--- src/rtl/mux_nch_pkg.sv ---
// mux_nch_pkg: shared types and helpers for the N-channel scan multiplexer.
//   mode_e        - registered operating mode (direct select / round-robin scan)
//   sel_width(n)  - select/pointer width, max(1, clog2(n))
//   next_unmasked - cyclic search for the next unmasked channel after ptr;
//                   only referenced when MUX_NCH_SCAN_CHMASK_EN is defined
package mux_nch_pkg;

  typedef enum logic {
    MODE_DIRECT = 1'b0,
    MODE_SCAN   = 1'b1
  } mode_e;

  // Upper bound on channel count; sizes the mask vector seen by the helpers.
  localparam int MAX_CH = 64;

  function automatic int sel_width(input int n);
    if (n <= 2) begin
      return 1;
    end else begin
      return $clog2(n);
    end
  endfunction

  // Returns the first channel strictly after ptr (wrapping modulo n) whose
  // mask bit is clear. If every other channel is masked, ptr is returned,
  // so a fully masked set leaves the pointer where it is.
  function automatic int next_unmasked(input int ptr, input logic [MAX_CH-1:0] mask,
                                       input int n);
    int   idx;
    int   res;
    logic found;
    res   = ptr;
    found = 1'b0;
    for (int i = 1; i <= MAX_CH; i++) begin
      idx = ptr + i;
      if (idx >= n) begin
        idx = idx - n;
      end else begin
        idx = idx;
      end
      if ((i <= n) && !found && !mask[idx[5:0]]) begin
        res   = idx;
        found = 1'b1;
      end else begin
        res   = res;
      end
    end
    return res;
  endfunction

endpackage

--- src/rtl/mux_nch_scan_ptr.sv ---
// scan_ptr: round-robin channel pointer with per-channel dwell counter.
//   Owns the registered mode, the direct-to-scan pointer load and (with
//   MUX_NCH_SCAN_CHMASK_EN defined) the masked-channel skip.
// Ports:
//   clk, rst_n   clock, async active-low reset
//   i_en         cycle enable; low freezes all state
//   i_mode       requested mode (0 direct, 1 scan)
//   i_sel        direct select, loaded into the pointer on entering scan
//   i_mask       channel mask (only with MUX_NCH_SCAN_CHMASK_EN)
//   o_ptr        channel presented this cycle when i_mode = 1
//   o_ptr_ok     o_ptr is presentable (in range and unmasked)
module scan_ptr
  import mux_nch_pkg::*;
#(
  parameter int  N_CH  = 8,
  parameter int  DWELL = 4,
  localparam int SW    = sel_width(N_CH)
) (
  input  logic          clk,
  input  logic          rst_n,
  input  logic          i_en,
  input  logic          i_mode,
  input  logic [SW-1:0] i_sel,
`ifdef MUX_NCH_SCAN_CHMASK_EN
  input  logic [N_CH-1:0] i_mask,
`endif
  output logic [SW-1:0] o_ptr,
  output logic          o_ptr_ok
);

  localparam int            DW         = $clog2(DWELL) + 1;
  localparam logic [DW-1:0] DWELL_LAST = DW'(DWELL - 1);
  localparam logic [SW-1:0] LAST_CH    = SW'(N_CH - 1);

  logic [SW-1:0] r_ptr;
  logic [DW-1:0] r_dwell;
  mode_e         r_mode;

  logic [SW-1:0] w_load_raw;
  logic [SW-1:0] w_load;
  logic [SW-1:0] w_cur;
  logic [DW-1:0] w_base;
  logic          w_cur_ok;
  logic [SW-1:0] w_adv;
  logic [SW-1:0] w_ptr_nxt;
  logic [DW-1:0] w_dwell_nxt;
  mode_e         w_mode_nxt;

`ifdef MUX_NCH_SCAN_CHMASK_EN
  logic [MAX_CH-1:0] w_mask64;
  assign w_mask64 = MAX_CH'(i_mask);
`endif

  // Pointer value used when entering scan: sel_i, or 0 when out of range.
  always_comb begin
    if (int'(i_sel) < N_CH) begin
      w_load_raw = i_sel;
    end else begin
      w_load_raw = {SW{1'b0}};
    end
`ifdef MUX_NCH_SCAN_CHMASK_EN
    if (w_mask64[6'(w_load_raw)]) begin
      w_load = SW'(next_unmasked(int'(w_load_raw), w_mask64, N_CH));
    end else begin
      w_load = w_load_raw;
    end
`else
    w_load = w_load_raw;
`endif
  end

  // Current channel, dwell step, pointer advance and mode update.
  always_comb begin
    w_cur       = r_ptr;
    w_base      = r_dwell;
    w_ptr_nxt   = r_ptr;
    w_dwell_nxt = r_dwell;
    w_mode_nxt  = r_mode;
    // Entering scan presents the loaded channel in the same cycle and counts
    // that cycle as the first dwell cycle, so it is shown DWELL times.
    if (i_mode && (r_mode == MODE_DIRECT)) begin
      w_cur  = w_load;
      w_base = {DW{1'b0}};
    end else begin
      w_cur  = r_ptr;
      w_base = r_dwell;
    end
`ifdef MUX_NCH_SCAN_CHMASK_EN
    w_cur_ok = !w_mask64[6'(w_cur)];
    w_adv    = SW'(next_unmasked(int'(w_cur), w_mask64, N_CH));
`else
    w_cur_ok = 1'b1;
    if (w_cur == LAST_CH) begin
      w_adv = {SW{1'b0}};
    end else begin
      w_adv = w_cur + {{(SW-1){1'b0}}, 1'b1};
    end
`endif
    if (i_en) begin
      if (i_mode) begin
        w_mode_nxt = MODE_SCAN;
        if (!w_cur_ok) begin
          // Pointer landed on a masked channel: jump on and restart dwell.
          w_ptr_nxt   = w_adv;
          w_dwell_nxt = {DW{1'b0}};
        end else if (w_base == DWELL_LAST) begin
          w_ptr_nxt   = w_adv;
          w_dwell_nxt = {DW{1'b0}};
        end else begin
          w_ptr_nxt   = w_cur;
          w_dwell_nxt = w_base + {{(DW-1){1'b0}}, 1'b1};
        end
      end else begin
        // Leaving scan freezes pointer and dwell where they are.
        w_mode_nxt = MODE_DIRECT;
      end
    end else begin
      w_mode_nxt = r_mode;
    end
  end

  // Pointer, dwell and mode state registers.
  always_ff @(posedge clk or negedge rst_n) begin
    if (!rst_n) begin
      r_ptr   <= {SW{1'b0}};
      r_dwell <= {DW{1'b0}};
      r_mode  <= MODE_DIRECT;
    end else begin
      r_ptr   <= w_ptr_nxt;
      r_dwell <= w_dwell_nxt;
      r_mode  <= w_mode_nxt;
    end
  end

  assign o_ptr    = w_cur;
  assign o_ptr_ok = w_cur_ok;

endmodule

--- src/rtl/mux_nch_scan.sv ---
// mux_nch_scan: registered N_CH-channel, W-bit multiplexer with direct
// select and round-robin scan modes, plus valid flag and channel tag.
// Optional feature macro: MUX_NCH_SCAN_CHMASK_EN adds mask_i (bit k = 1
// masks channel k); without it every channel is unmasked.
// Ports:
//   clk, rst_n  clock, async active-low reset
//   d_i         packed channel data, channel k at [k*W +: W]
//   sel_i       direct-mode select
//   mode_i      0 direct, 1 scan
//   en_i        cycle enable; low holds y_o/ch_o and drops vld_o
//   mask_i      channel mask (only with MUX_NCH_SCAN_CHMASK_EN)
//   y_o         registered selected data
//   ch_o        channel that produced y_o
//   vld_o       y_o/ch_o valid
module mux_nch_scan
  import mux_nch_pkg::*;
#(
  parameter int  N_CH  = 8,
  parameter int  W     = 4,
  parameter int  DWELL = 4,
  localparam int SW    = sel_width(N_CH)
) (
  input  logic            clk,
  input  logic            rst_n,
  input  logic [N_CH*W-1:0] d_i,
  input  logic [SW-1:0]   sel_i,
  input  logic            mode_i,
  input  logic            en_i,
`ifdef MUX_NCH_SCAN_CHMASK_EN
  input  logic [N_CH-1:0] mask_i,
`endif
  output logic [W-1:0]    y_o,
  output logic [SW-1:0]   ch_o,
  output logic            vld_o
);

  logic [W-1:0]  r_y;
  logic [SW-1:0] r_ch;
  logic          r_vld;

  logic [SW-1:0] w_ptr;
  logic          w_ptr_ok;
  logic [SW-1:0] w_c;
  logic          w_c_ok;
  logic [W-1:0]  w_data;
  logic [W-1:0]  w_y_nxt;
  logic [SW-1:0] w_ch_nxt;
  logic          w_vld_nxt;

`ifdef MUX_NCH_SCAN_CHMASK_EN
  logic [MAX_CH-1:0] w_mask64;
  assign w_mask64 = MAX_CH'(mask_i);
`endif

  scan_ptr #(
    .N_CH  (N_CH),
    .DWELL (DWELL)
  ) u_scan_ptr (
    .clk      (clk),
    .rst_n    (rst_n),
    .i_en     (en_i),
    .i_mode   (mode_i),
    .i_sel    (sel_i),
`ifdef MUX_NCH_SCAN_CHMASK_EN
    .i_mask   (mask_i),
`endif
    .o_ptr    (w_ptr),
    .o_ptr_ok (w_ptr_ok)
  );

  // Channel decode: scan pointer or direct select, with its validity.
  always_comb begin
    if (mode_i) begin
      w_c    = w_ptr;
      w_c_ok = w_ptr_ok;
    end else begin
      w_c    = sel_i;
`ifdef MUX_NCH_SCAN_CHMASK_EN
      w_c_ok = (int'(sel_i) < N_CH) && !w_mask64[6'(sel_i)];
`else
      w_c_ok = (int'(sel_i) < N_CH);
`endif
    end
  end

  // AND-OR data mux; an out-of-range select yields zero.
  always_comb begin
    w_data = {W{1'b0}};
    for (int k = 0; k < N_CH; k++) begin
      w_data = w_data | ({W{int'(w_c) == k}} & d_i[k*W +: W]);
    end
  end

  // Next output values; a disabled cycle holds data/tag and drops valid.
  always_comb begin
    if (en_i) begin
      w_y_nxt   = w_c_ok ? w_data : {W{1'b0}};
      w_ch_nxt  = w_c;
      w_vld_nxt = w_c_ok;
    end else begin
      w_y_nxt   = r_y;
      w_ch_nxt  = r_ch;
      w_vld_nxt = 1'b0;
    end
  end

  // Output registers.
  always_ff @(posedge clk or negedge rst_n) begin
    if (!rst_n) begin
      r_y   <= {W{1'b0}};
      r_ch  <= {SW{1'b0}};
      r_vld <= 1'b0;
    end else begin
      r_y   <= w_y_nxt;
      r_ch  <= w_ch_nxt;
      r_vld <= w_vld_nxt;
    end
  end

  assign y_o   = r_y;
  assign ch_o  = r_ch;
  assign vld_o = r_vld;

endmodule

--- config.mk ---
export PLATFORM = sky130hd
export DESIGN_NAME = mux_nch_scan
export DESIGN_NICKNAME = d
export VERILOG_FILES = /design/src/rtl/mux_nch_pkg.sv /design/src/rtl/mux_nch_scan_ptr.sv /design/src/rtl/mux_nch_scan.sv
export SDC_FILE = /design/constraint.sdc
export NUM_CORES = 1
export LEC_CHECK = 0
export ABC_AREA = 1
export CORE_MARGIN = 1
export CORE_UTILIZATION = 43
export CTS_CLUSTER_DIAMETER = 120
export CTS_CLUSTER_SIZE = 16
export DETAILED_ROUTE_END_ITERATION = 10
export GPL_TIMING_DRIVEN = 0
export HOLD_SLACK_MARGIN = 0.08
export PLACE_DENSITY = 0.91
export RECOVER_POWER = 50
export SETUP_SLACK_MARGIN = 0.4
export SKIP_LAST_GASP = 1
export SYNTH_ARGS = -nofsm -noshare
export SYNTH_HDL_FRONTEND = slang
export SYNTH_SLANG_ARGS = --single-unit
--- constraint.sdc ---
create_clock -name clk -period 1.9 [get_ports clk]
set_input_delay 0.285 -clock clk [delete_from_list [all_inputs] [get_ports clk]]
set_output_delay 0.285 -clock clk [all_outputs]
set_load 0.01 [all_outputs]
==> Word-level counts from Yosys, hierarchy flattened <==
Index checks and enable logic that the tools add are counted.
{ "totals": {"register_bits": 15, "in_bits": 39, "wordCells": 44} }
{ "op_classes": {"n_addsub": 2, "eq_ne": 9, "mux": 8, "bitwise": 16, "n_reduce_logical": 3} }
{ "op_table": {"columns": ["op", "n"], "rows": [
  ["4-bit AND", 8],
  ["4-bit bitwise OR", 7],
  ["3-bit 2-to-1 mux", 6],
  ["3-bit equality test, second input constant", 5],
  ["3-bit by 2-bit equality test with 1-bit output, second input constant", 3],
  ["3-bit by 1-bit adder with 3-bit output, second input constant", 2],
  ["3-bit by 1-bit equality test with 1-bit output, second input constant", 1],
  ["3-bit zero test", 1],
  ["1-bit 2-to-1 mux", 2],
  ["2-bit AND reduction", 1],
  ["1-bit logical AND", 1],
  ["1-bit NOT", 1]
]} }

==> Depth between registers and ports, before layout <==
{ "depth": {"depth_word": 13, "ltp_mapped": 13} }

==> Cells and area by module <==
Synthesis repeated with hierarchy kept, for this count alone.
{ "unflattened": {"cells_unflattened": 169, "hier_area_um2": 1181.1} }
{ "by_module_without_submodules": {"columns": ["module", "instances", "cells_each", "area_each_um2", "seq_area_each_um2"], "rows": [
  ["mux_nch_scan", 1, 118, 780.7, 200.2],
  ["scan_ptr", 1, 51, 400.4, 175.2]
]} }

==> Least setup slack after synthesis <==
OpenSTA, ideal clock, no wires.
{ "synth_timing": {"path_kind": "flip-flop to flip-flop", "from": "register u_scan_ptr.r_mode", "to": "register r_y[1] (netlist: y_o[1])", "setup_ps": 117, "arrival_time_ps": 1340, "path_slack_ps": 443, "path_stages_with_launch": 14, "n_path_buf": 1, "synth_period_minus_slack_ps": 1457, "path_cell_list": "dfrtp_1 -> inv_2 -> nand2_2 -> nand2_1 -> nand2_2 -> nand2_2 -> nand2_4 -> buf_6 -> nand3_1 -> nand2_1 -> nor2_1 -> nand2_1 -> nand2_1 -> nand2_1"} }
{ "synth_between": {"elab_chain_len": 13, "word_cells_on_any_way": 27, "cone_classes": "eq/ne (7); mux (2); bitwise (16); reduce/logical (2)"} }
{ "synth_lines": {"columns": ["element", "line", "text"], "rows": [
  ["from (decl)", "mux_nch_scan_ptr.sv:37", "mode_e r_mode;"],
  ["from (signal assigned)", "mux_nch_scan_ptr.sv:131", "r_mode <= w_mode_nxt;"],
  ["1-bit NOT *", "mux_nch_scan_ptr.sv:81", "if (i_mode && (r_mode == MODE_DIRECT)) begin"],
  ["1-bit logical AND *", "mux_nch_scan_ptr.sv:81", null],
  ["3-bit 2-to-1 mux *", "mux_nch_scan_ptr.sv:81", null],
  ["3-bit 2-to-1 mux *", "mux_nch_scan.sv:73", "if (mode_i) begin"],
  ["3-bit by 2-bit equality test with 1-bit output or 3-bit zero test (tied branches)", "mux_nch_scan.sv:90", "w_data = w_data | ({W{int'(w_c) == k}} & d_i[k*W +: W]);"],
  ["4-bit AND", "mux_nch_scan.sv:90", null],
  ["4-bit bitwise OR (6 in a row)", "mux_nch_scan.sv:90", null],
  ["4-bit bitwise OR *", "mux_nch_scan.sv:90", null],
  ["to (signal assigned)", "mux_nch_scan.sv:110", "r_y <= {W{1'b0}};"],
  ["to (signal assigned)", "mux_nch_scan.sv:114", "r_y <= w_y_nxt;"],
  ["to (decl)", "mux_nch_scan.sv:37", "logic [W-1:0] r_y;"]
]} }
Mark *: on every way between the ends. The rest lies on a longest branch, timed or not.
A chain may end at the register's enable or synchronous reset.

==> Worst setup path in the final report <==
{ "layout_timing": {"from": "register u_scan_ptr.r_mode", "to": "register r_y[0] (netlist: y_o[0])"} }
Same word-level chain as after synthesis.

==> impl_metrics.tcl <==
set metrics [dict create \
    status "completed" \
    root_buffer "clkbuf_4" \
    ys_top_cells_by_count "nand2_1 (53), nand3_1 (32), dfrtp_1 (15), nor2_1 (14), o21ai_0 (9)" \
    start_util_pct 46.0 \
    antenna_left 0 \
    timing.rr.start "u_scan_ptr.r_mode$_DFFE_PN0P_" \
    grt-ovfl-total 0 \
    holdWs_ps 457 \
    synthMuxAreaShare_pct 0 \
    vias_per_cell 5.42 \
    grt_pass1_wl_um 5320 \
    synthSimpleGateAreaFrac_pct 53.6 \
    die_h_um 54.0 \
    crit_type "reg2reg" \
    fin_area_um2 2000 \
    gp_congestion 0.868 \
    cts_buffer_depth 2 \
    yosysTopAreaCell "dfrtp_1" \
    seqPwrFrac_pct 32.6 \
    cts_hold_buf 0 \
    antenna_found_initial 0 \
    htreeDepth 1 \
    comb_power_share_pct 52.8 \
    nets 269 \
    die_area_um2 2910 \
    seq_area_um2 375 \
    route.detailed.drc 0 \
    clk_pin_slew_worst_paths_ps 80 \
    arrival_ps 1910 \
    fill_cells 170 \
    multi_input_area_um2 851 \
    grt_pass1_vias 1186 \
    finalHoldViolCount 0 \
    synth_top_family_by_area "simple AND/OR/NAND/NOR gates" \
    period_minus_slack_ps 1720 \
    syn-num-nets 207 \
    ff2ff_setup_slack_ps 180 \
    min-delay-path-class "in2async" \
    synth_cells 167 \
    worstMarginPinSlew_ps 656 \
    first_pass_iters 4 \
    synthTopCellsByArea "dfrtp_1 (32%), nand2_1 (17%), nand3_1 (14%)" \
    swShare_pct 38.4 \
    synthArstFlopShare_pct 100 \
    area_delta_synth_final_pct 71.9 \
    cp-start-kind "flop" \
    ff2ff_path_depth 13 \
    intPower_mw 0.778 \
    grt_usage_pct 25.5 \
    netlist-cell-type-count 21 \
    worstSkewPairLatency_ps 290 \
    relSlewSlack_pct 56.1 \
    routedWlPerCell_um 15.6 \
    ir_drop_mv 0.517 \
    synth_top_area_share_pct 32.3 \
    max_freq_ghz 0.581 \
    placed_cell_area_um2 1660 \
    postRouteWirelength_um 4020 \
    synthFlopType "dfrtp_1" \
    vias 1399 \
    cts_sinks 15 \
    grt_max_degree 16 \
    netlist_area_um2 1160 \
    synthXorXnorAreaFrac_pct 0.754 \
    antennaDiodeCount 0 \
    die_width_um 54.0 \
    max_cap_violations 0 \
    r2r-end "y_o[0]$_DFFE_PN0P_" \
    drt_iter0_drc 40 \
    yosys_warnings 0 \
    required_ps 2090 \
    io_buffers 46 \
    final_core_util_pct 79.1 \
    post-dp-hpwl_um 2180 \
    yosysMostFrequentCell "nand2_1" \
    p_switching_mw 0.485 \
    fin_crit_sh_pct 90.6 \
    yosys.area_share.adder_pct 1.08 \
    core-area_um2 2520 \
    cts_buffers 3 \
    synth.ff_latch_count 15 \
    layout-drive-gt1-share_pct 27.2 \
    avgSynthCellArea_um2 6.95 \
    p_leak_nw 0.973 \
    cts_tree "yes" \
    synth-edff-count 0 \
    path_max_fanout 8 \
    ios 47 \
    drv_slew 0 \
    cp-end-kind "flop" \
    synth_compound_gate_area_share_pct 3.88 \
    rsz0062_at_grt "yes" \
    skew_ps 1.47 \
    clockPowerShare_pct 14.6 \
    row_count 18 \
    setup_violations 0 \
    power_density_nw_per_um2 633 \
    ys_seq_area_share_pct 32.3 \
]
==> cell usage in the layout (no fill, tap or decap), types with 2 or more instances in the layout <==
master	Yosys	final
nor2_4	2	5
clkdlybuf4s25_1	0	2
buf_6	5	6
nor2_1	14	8
buf_8	0	2
dlygate4sd3_1	0	2
nand4_1	8	8
inv_1	8	8
nand3_4	1	2
o21ai_0	9	7
nand2_1	53	49
clkbuf_4	0	3
nand2_4	1	7
dfrtp_1	15	15
clkdlybuf4s50_1	0	37
nand3_1	32	21
nand3_2	2	12
nand2_2	8	5
buf_4	0	6
dlymetal6s2s_1	0	4
nor2_2	1	4
==> per-layer routing <==
metal  GRT usage (%)  wire, µm  part of all wire, %
met1            33.6      1730                   43
met2            42.0      1970                   49
met3            1.98       194                  4.8
met4            12.3       128                  3.2
met5               0         0                    0
==> kinds of logic (layout without fill, tap and decap cells) <==
kind of cell | Yosys count | after routing
flip-flops | 15 | 15
adder cells (fa/ha/maj) | 1 | 1
AO/OA/AOI/OAI | 9 | 9
buffers and inverters | 16 | 77
XOR/XNOR | 1 | 1
AND/OR/NAND/NOR | 125 | 125
==> cell type report <==
cell class	count	share of cell area, %
multi-input cells	136	42.6
repair buffers	57	30.0
flip-flops and latches	15	18.8
plain buffers	5	3.20
inverters	11	2.19
well taps	30	1.88
clock buffers	4	1.32
==> flip-flops by register name (all words and copies together) (netlist names) <==
register	count
u_scan_ptr.r_dwell	3
ch_o	3
vld_o	1
u_scan_ptr.r_mode	1
u_scan_ptr.r_ptr	3
y_o	4
==> through the flow <==
stage | worst slack (ps) | power, mW | instances | TNS, ps
floorplan | 443 | 0.694 | 167 | 0
global route | 51.2 | 1.33 | 258 | 0
finish | 178 | 1.26 | 258 | 0
global placement | -185 | 0.895 | 243 | -895
CTS | 271 | 1.16 | 255 | 0
detailed placement | -211 | 0.902 | 243 | -1030
==> how the worst max path moves through the flow <==
| stage | from | to | depth (start not counted) |
|---|---|---|---|
| floorplan | u_scan_ptr.r_mode$_DFFE_PN0P_ | y_o[1]$_DFFE_PN0P_ | 13 |
| global placement | mode_i | y_o[2]$_DFFE_PN0P_ | 13 |
| detailed placement | mode_i | y_o[3]$_DFFE_PN0P_ | 12 |
| CTS | u_scan_ptr.r_mode$_DFFE_PN0P_ | y_o[1]$_DFFE_PN0P_ | 12 |
| global route | u_scan_ptr.r_mode$_DFFE_PN0P_ | y_o[2]$_DFFE_PN0P_ | 13 |
| finish | u_scan_ptr.r_mode$_DFFE_PN0P_ | y_o[0]$_DFFE_PN0P_ | 13 |
==> repair_timing <==
action / in CTS / in global routing
hold endpoints to repair: 0 / 0
gates resized for setup: 14 / 42
pin swaps: 6 / 20
setup buffers: 6 / 3
setup endpoints to repair: 7 / 12
gates cloned: 2 / 0
==> critical path: stages, from the launching register on <==
cell	delay (ps)
dfrtp_1	440
inv_4	150
nand2_8	80
nand2_4	80
nand3_2	80
nand2_4	120
buf_8	140
nor2_8	60
nand3_1	100
nand2_1	80
nor2_1	100
nand2_1	60
nand2_1	60
nand2_1	50
==> power by group through the flow <==
stage                     combinational (mW)  clock (mW)  sequential [mW]
after floorplan                        0.273           0            0.421
after global placement                 0.486           0            0.409
after detailed placement               0.493           0            0.409
after CTS                              0.566       0.188            0.406
after global routing                   0.715       0.198            0.416
final                                  0.667       0.185            0.411
No activity file was read; power rests on OpenSTA's default activity.
